===== src/rtl/idli_pkg.sv =====
// -----------------------------------------------------------------------------
// idli_pkg
// Shared types and constants for the idli core. This slice carries the pieces
// used by the UART receiver: the SQI nibble type, the UART byte width and the
// receive FSM state encoding.
// -----------------------------------------------------------------------------
package idli_pkg;

  // One nibble of data as moved around the SQI-facing datapath.
  typedef logic [3:0] sqi_data_t;

  // Width of one UART character (8N1 framing).
  localparam int UART_DATA_W = 8;

  // Receive FSM states.
  typedef enum logic [1:0] {
    IDLE,
    START,
    DATA,
    STOP
  } urx_state_t;

endpackage


===== src/rtl/idli_urx_fifo_m.sv =====
// -----------------------------------------------------------------------------
// idli_urx_fifo_m
// Small byte FIFO between the UART receive FSM and the nibble output stage.
// A push into a full FIFO is accepted when the head is popped in the same
// cycle, so a byte arriving just as the consumer frees a slot is not lost.
//
// Ports:
//   clk        clock
//   rst        asynchronous active-high reset (empties the FIFO)
//   push       write push_data at the tail
//   pop        remove the head entry (ignored when empty)
//   push_data  byte to write
//   head_data  byte at the head of the FIFO
//   full       all DEPTH entries occupied
//   empty      no entries occupied
// -----------------------------------------------------------------------------
module idli_urx_fifo_m
  import idli_pkg::*;
#(
  parameter int DEPTH = 4,
  parameter int WIDTH = UART_DATA_W
) (
  input  logic             clk,
  input  logic             rst,
  input  logic             push,
  input  logic             pop,
  input  logic [WIDTH-1:0] push_data,
  output logic [WIDTH-1:0] head_data,
  output logic             full,
  output logic             empty
);

  localparam int AW = $clog2(DEPTH);
  localparam logic [AW:0] FULL_COUNT = (AW+1)'(DEPTH);

  logic [WIDTH-1:0] mem [DEPTH];
  logic [AW-1:0]    wr_ptr;
  logic [AW-1:0]    rd_ptr;
  logic [AW:0]      count;
  logic             do_push;
  logic             do_pop;

  assign empty = (count == '0);
  assign full  = (count == FULL_COUNT);

  // A pop frees the head slot this cycle, which is what lets a push proceed
  // while full. DEPTH is a power of two, so the pointers wrap naturally.
  assign do_pop  = pop && !empty;
  assign do_push = push && (!full || do_pop);

  assign head_data = mem[rd_ptr];

  always_ff @(posedge clk) begin
    if (do_push) begin
      mem[wr_ptr] <= push_data;
    end
  end

  always_ff @(posedge clk or posedge rst) begin
    if (rst) begin
      wr_ptr <= '0;
      rd_ptr <= '0;
      count  <= '0;
    end else begin
      if (do_push) begin
        wr_ptr <= wr_ptr + 1'b1;
      end
      if (do_pop) begin
        rd_ptr <= rd_ptr + 1'b1;
      end
      case ({do_push, do_pop})
        2'b10:   count <= count + 1'b1;
        2'b01:   count <= count - 1'b1;
        default: count <= count;
      endcase
    end
  end

endmodule


===== src/rtl/idli_uart_rx_m.sv =====
// -----------------------------------------------------------------------------
// idli_uart_rx_m
// UART receiver for the idli core. Synchronises the serial pin, recovers 8N1
// frames, buffers completed bytes in idli_urx_fifo_m and streams them out as
// nibbles (low nibble first) under a valid/accept handshake. Runs on the
// free-running core clock so nothing is lost while the core is stalled.
//
// Ports:
//   i_urx_gck       core clock
//   i_urx_rst       asynchronous active-high reset
//   i_urx_rx        serial input pin, asynchronous, idle high
//   o_urx_data      current nibble of the head byte
//   o_urx_data_vld  o_urx_data valid (FIFO non-empty)
//   i_urx_data_acp  consumer takes the nibble this cycle
//   o_urx_ovf       one-cycle pulse: completed byte dropped, FIFO full
//   o_urx_err       one-cycle pulse on a framing error
//                   (present only when IDLI_UART_RX_ERR_EN is defined)
//
// Build option IDLI_UART_RX_ERR_EN: when defined, the stop bit is checked and
// a frame with a low stop bit is discarded and flagged on o_urx_err. When not
// defined, every completed frame is pushed.
// -----------------------------------------------------------------------------
module idli_uart_rx_m
  import idli_pkg::*;
#(
  parameter int CLKS_PER_BIT = 16,
  parameter int FIFO_DEPTH   = 4
) (
  input  logic      i_urx_gck,
  input  logic      i_urx_rst,
  input  logic      i_urx_rx,
  output sqi_data_t o_urx_data,
  output logic      o_urx_data_vld,
  input  logic      i_urx_data_acp,
  output logic      o_urx_ovf
`ifdef IDLI_UART_RX_ERR_EN
  ,
  output logic      o_urx_err
`endif
);

  localparam int TW = $clog2(CLKS_PER_BIT);
  localparam logic [TW-1:0] HALF_LAST = TW'(CLKS_PER_BIT/2 - 1);
  localparam logic [TW-1:0] BIT_LAST  = TW'(CLKS_PER_BIT - 1);

  logic                   rx_meta;
  logic                   rx_s;
  urx_state_t             state;
  logic [TW-1:0]          timer;
  logic [2:0]             bit_idx;
  logic [UART_DATA_W-1:0] shreg;
  logic                   hi;
  logic                   stop_done;
  logic                   stop_ok;
  logic                   push;
  logic                   pop;
  logic                   full;
  logic                   empty;
  logic [UART_DATA_W-1:0] head;

  // Two-flop synchroniser; resets to the idle line level.
  always_ff @(posedge i_urx_gck or posedge i_urx_rst) begin
    if (i_urx_rst) begin
      rx_meta <= 1'b1;
      rx_s    <= 1'b1;
    end else begin
      rx_meta <= i_urx_rx;
      rx_s    <= rx_meta;
    end
  end

  always_comb begin
    stop_done = (state == STOP) && (timer == BIT_LAST);
`ifdef IDLI_UART_RX_ERR_EN
    stop_ok   = rx_s;
`else
    stop_ok   = 1'b1;
`endif
    push      = stop_done && stop_ok;
    pop       = o_urx_data_vld && i_urx_data_acp && hi;
  end

  // Receive FSM. The idle cycle that first sees the low level counts as
  // cycle 0 of the start bit, so START begins with the timer at 1 and the
  // start-bit check lands mid-bit. Every later sample is then one full bit
  // period after the previous one, and STOP returns to IDLE at the middle of
  // the stop bit so a following frame can start immediately.
  always_ff @(posedge i_urx_gck or posedge i_urx_rst) begin
    if (i_urx_rst) begin
      state     <= IDLE;
      timer     <= '0;
      bit_idx   <= '0;
      shreg     <= '0;
      o_urx_ovf <= 1'b0;
`ifdef IDLI_UART_RX_ERR_EN
      o_urx_err <= 1'b0;
`endif
    end else begin
      o_urx_ovf <= push && full && !pop;
`ifdef IDLI_UART_RX_ERR_EN
      o_urx_err <= stop_done && !rx_s;
`endif
      case (state)
        IDLE: begin
          if (!rx_s) begin
            state <= START;
            timer <= TW'(1);
          end else begin
            timer <= '0;
          end
        end
        START: begin
          if (timer == HALF_LAST) begin
            timer   <= '0;
            bit_idx <= '0;
            state   <= rx_s ? IDLE : DATA;
          end else begin
            timer <= timer + 1'b1;
          end
        end
        DATA: begin
          if (timer == BIT_LAST) begin
            timer   <= '0;
            shreg   <= {rx_s, shreg[UART_DATA_W-1:1]};
            bit_idx <= bit_idx + 1'b1;
            if (bit_idx == 3'd7) begin
              state <= STOP;
            end
          end else begin
            timer <= timer + 1'b1;
          end
        end
        STOP: begin
          if (timer == BIT_LAST) begin
            timer <= '0;
            state <= IDLE;
          end else begin
            timer <= timer + 1'b1;
          end
        end
        default: begin
          state <= IDLE;
          timer <= '0;
        end
      endcase
    end
  end

  // Nibble select: the first accept moves to the high nibble, the second
  // accept pops the byte and returns to the low nibble.
  always_ff @(posedge i_urx_gck or posedge i_urx_rst) begin
    if (i_urx_rst) begin
      hi <= 1'b0;
    end else if (o_urx_data_vld && i_urx_data_acp) begin
      hi <= !hi;
    end
  end

  idli_urx_fifo_m #(
    .DEPTH (FIFO_DEPTH),
    .WIDTH (UART_DATA_W)
  ) u_fifo (
    .clk       (i_urx_gck),
    .rst       (i_urx_rst),
    .push      (push),
    .pop       (pop),
    .push_data (shreg),
    .head_data (head),
    .full      (full),
    .empty     (empty)
  );

  assign o_urx_data_vld = !empty;
  assign o_urx_data     = o_urx_data_vld ? (hi ? head[7:4] : head[3:0]) : '0;

endmodule

===== config.mk =====
export PLATFORM = sky130hd
export DESIGN_NAME = idli_uart_rx_m
export DESIGN_NICKNAME = d
export VERILOG_FILES = /design/src/rtl/idli_pkg.sv /design/src/rtl/idli_urx_fifo_m.sv /design/src/rtl/idli_uart_rx_m.sv
export SDC_FILE = /design/constraint.sdc
export NUM_CORES = 1
export LEC_CHECK = 0
export CAP_MARGIN = 10
export CORE_AREA = 2 2 105 107
export CTS_CLUSTER_DIAMETER = 200
export CTS_CLUSTER_SIZE = 16
export DETAILED_ROUTE_END_ITERATION = 7
export DIE_AREA = 0 0 107 109
export PLACE_DENSITY = 0.49
export SLEW_MARGIN = 20
export SYNTH_ARGS = -nofsm -noshare
export SYNTH_HDL_FRONTEND = slang
export SYNTH_SLANG_ARGS = --single-unit

===== constraint.sdc =====
create_clock -name i_urx_gck -period 4.3 [get_ports i_urx_gck]
set_input_delay 0.86 -clock i_urx_gck [delete_from_list [all_inputs] [get_ports i_urx_gck]]
set_output_delay 0.86 -clock i_urx_gck [all_outputs]
set_load 0.1 [all_outputs]

==> results.toml <==
[routing]
drt_wl_total_mm = 4.540
wl_per_cell_um = 13.72
drtAntennaViolNets = 0
first_iter_violations = 104
via_per_inst = 4.172
drtPass1Iterations = 4
drc = 0
vias = 1381

[sta]
rsz0062_at_grt = "no"
worstMarginPinSlew_ns = 0.9617
setup-violations-final = 0
min_period_over_period_pct = 84.59
slew_violations = 0
fin_skew_ns = 0.01359
period_needed_ns = 3.637
tns_ns = 0
relSlewSlack_pct = 35.69
hold_ws_ns = 0.3573
finalHoldViolations = 0
clock.fmax_mhz = 274.9

[pwr]
vdd_ir_drop_max_mv = 0.3312
power_w = 0.002106
p_leak_nw = 1.126
cellPowerDensity_mw_per_mm2 = 698.6

[cts]
clkTransAtPathRegs_ns = 0.06
cts_buffer_depth = 2
h-tree-depth = 3
cts_tree = "yes"
ctsHoldBuffers = 0
clock_latency_ns = 0.33
cts_resized = 0
cts_root_buf = "clkbuf_8"
cts_buffers = 9
clock_sinks = 60
post-cts-setup-buffer-count = 0

[worst_setup_path]
cp-start-kind = "register"
r2r_slack_ns = 1.87
critPathCapture = "o_urx_data[3]"
crit_type = "reg2out"
worstPathMaxFanout = 10
crit_start = "u_fifo.rd_ptr[0]$_DFFE_PP0P_"
crit_arrival_ns = 2.78
cp-end-kind = "primary output"
worstPathRequired_ns = 3.44
r2r-end = "u_fifo.mem[0][5]$_DFFE_PP_"
r2r_cells = 4
reg2reg_from = "timer[0]$_DFF_PP0_"

[grt]
met2_usage_pct = 13.28
antenna_found_initial = 0
grt_pass1_wl_mm = 7.741
top_usage_layer = "met2"
grt_overflow = 0
grt_max_degree = 29
gr-usage-met1_pct = 12.01
track_usage_pct = 8.944
grt_util_met3_pct = 3.048
grt_pass1_vias = 1480

[finish]
final_util_pct = 28.43
drive_gt1_share_pct = 20.94
fillers = 1062
layout.nets = 198
area_growth_pct = 16.26
design_area_mm2 = 0.003014
n_antenna_cell = 0

[floorplan]
fp.dieArea_mm2 = 0.01166
die_y_um = 109
ios = 10
core_mm2 = 0.01060
start_util_pct = 24.45
rows = 38
fp.dieW_um = 107

[yosys]
yosys.area.top_type_share_pct = 37.07
yosys_warnings = 0
synth_area_per_cell_um2 = 14.99
synth_most_common_cell = "edfxtp_1"
synth_common_cells = "32 x edfxtp_1, 26 x dfrtp_1, 14 x nor2_1"
synthCells = 173
synth_top_cell_by_area = "edfxtp_1"
async_flop_share_pct = 46.67
synthDistinctLibCells = 39
netlist_area_mm2 = 0.002592
dominantRegCellSynth = "edfxtp_1"
synth-edff-count = 32
synth_area_leaders = "edfxtp_1 37%, dfrtp_1 25%, mux4_2 6.9%"
synth_nets = 185
ys_ff_latch = 60
yosysSeqAreaShare_pct = 64.19

[worst_hold_path]
hp-class = "reg2reg"

[job]
maxCapViolCount = 0

[place]
dp_hpwl_mm = 3.018
dpl_cell_area_mm2 = 0.002820
routabilityCongestion = 0.6974
io_buffers = 9

[outcome]
status = "completed"
[metrics by stage]
step | instances | worst slack [ns]
floorplan | 173 | 1.243
CTS | 331 | 0.6021
global route | 331 | 0.5021
global placement | 315 | 0.9780
finish | 331 | 0.6627
detailed placement | 315 | 0.9617
[flip-flops by register name, indices dropped and copies added (netlist names), named ones only]
signal         flops
u_fifo.mem        32
shreg              8
timer              4
bit_idx            3
u_fifo.count       3
u_fifo.rd_ptr      2
u_fifo.wr_ptr      2
hi                 1
o_urx_ovf          1
rx_meta            1
rx_s               1
state              1
[power by group]
part	total, W	switching [W]	internal [W]	leakage, nW
Combinational	0.000770	0.000487	0.000284	0.405
Sequential	0.000847	0.000162	0.000685	0.622
Clock	0.000489	0.000208	0.000280	0.0991
[layer usage]
layer / vias to the layer above / part of all wire, %
li1: 662 / -
met1: 693 / 48
met2: 19 / 47
met3: 7 / 3.7
met4: 0 / 1.7
met5: - / 0
[layout make-up]
| type | instances | area, um2 | area share, % |
|---|---|---|---|
| Sequential cell | 60 | 1664 | 55.21 |
| Clock inverter | 5 | 52.55 | 1.743 |
| Tap cell | 140 | 175.2 | 5.812 |
| Timing Repair Buffer | 10 | 92.59 | 3.072 |
| Clock buffer | 11 | 141.4 | 4.691 |
| Inverter | 9 | 33.78 | 1.121 |
| Multi-Input combinational cell | 96 | 854.6 | 28.35 |
[kinds of logic (layout without fill, tap and decap cells)]
| kind of cell | Yosys count | count (layout) | synth area share (%) |
|---|---|---|---|
| AO/OA/AOI/OAI | 24 | 24 | 7.433 |
| XOR/XNOR | 7 | 7 | 2.365 |
| adder cells (fa/ha/maj) | 8 | 8 | 4.150 |
| buffers and inverters | 17 | 35 | 2.847 |
| flip-flops | 60 | 60 | 64.19 |
| multiplexers | 21 | 21 | 12.36 |
| AND/OR/NAND/NOR | 36 | 36 | 6.660 |
[worst min-delay path by stage]
stage	from	endpoint	slack [ns]	depth (start not counted)
2_1_floorplan	rx_meta$_DFF_PP1_	rx_s$_DFF_PP1_	0.35	0
3_3_place_gp	rx_meta$_DFF_PP1_	rx_s$_DFF_PP1_	0.35	0
3_5_place_dp	rx_meta$_DFF_PP1_	rx_s$_DFF_PP1_	0.35	0
4_1_cts	rx_meta$_DFF_PP1_	rx_s$_DFF_PP1_	0.36	0
5_1_grt	rx_meta$_DFF_PP1_	rx_s$_DFF_PP1_	0.36	0
6_report	rx_meta$_DFF_PP1_	rx_s$_DFF_PP1_	0.36	0
[worst max-delay path, stage by stage, from the launching register on]
cell,delay [ns]
dfrtp_1,0.70
mux4_2,0.57
mux2i_1,0.14
nor2_1,0.06
clkdlybuf4s50_1,0.99
[cells in the final DEF (no fill, tap or decap), drive strengths merged, types with 2 or more instances in the layout]
| cell | count |
|---|---|
| mux4 | 8 |
| a211oi | 2 |
| o22ai | 2 |
| clkdlybuf4s50 | 7 |
| nor2b | 2 |
| edfxtp | 32 |
| a31oi | 2 |
| dfrtp | 26 |
| clkinv | 3 |
| o21ai | 2 |
| mux2i | 5 |
| nand3 | 4 |
| and2 | 4 |
| nor2 | 14 |
| mux2 | 8 |
| xnor2 | 7 |
| nand2 | 7 |
| clkbuf | 11 |
| a311oi | 2 |
| ha | 7 |
| inv | 9 |
| buf | 3 |
| dfstp | 2 |
| a21oi | 7 |
No activity file was read; power rests on OpenSTA's default activity.
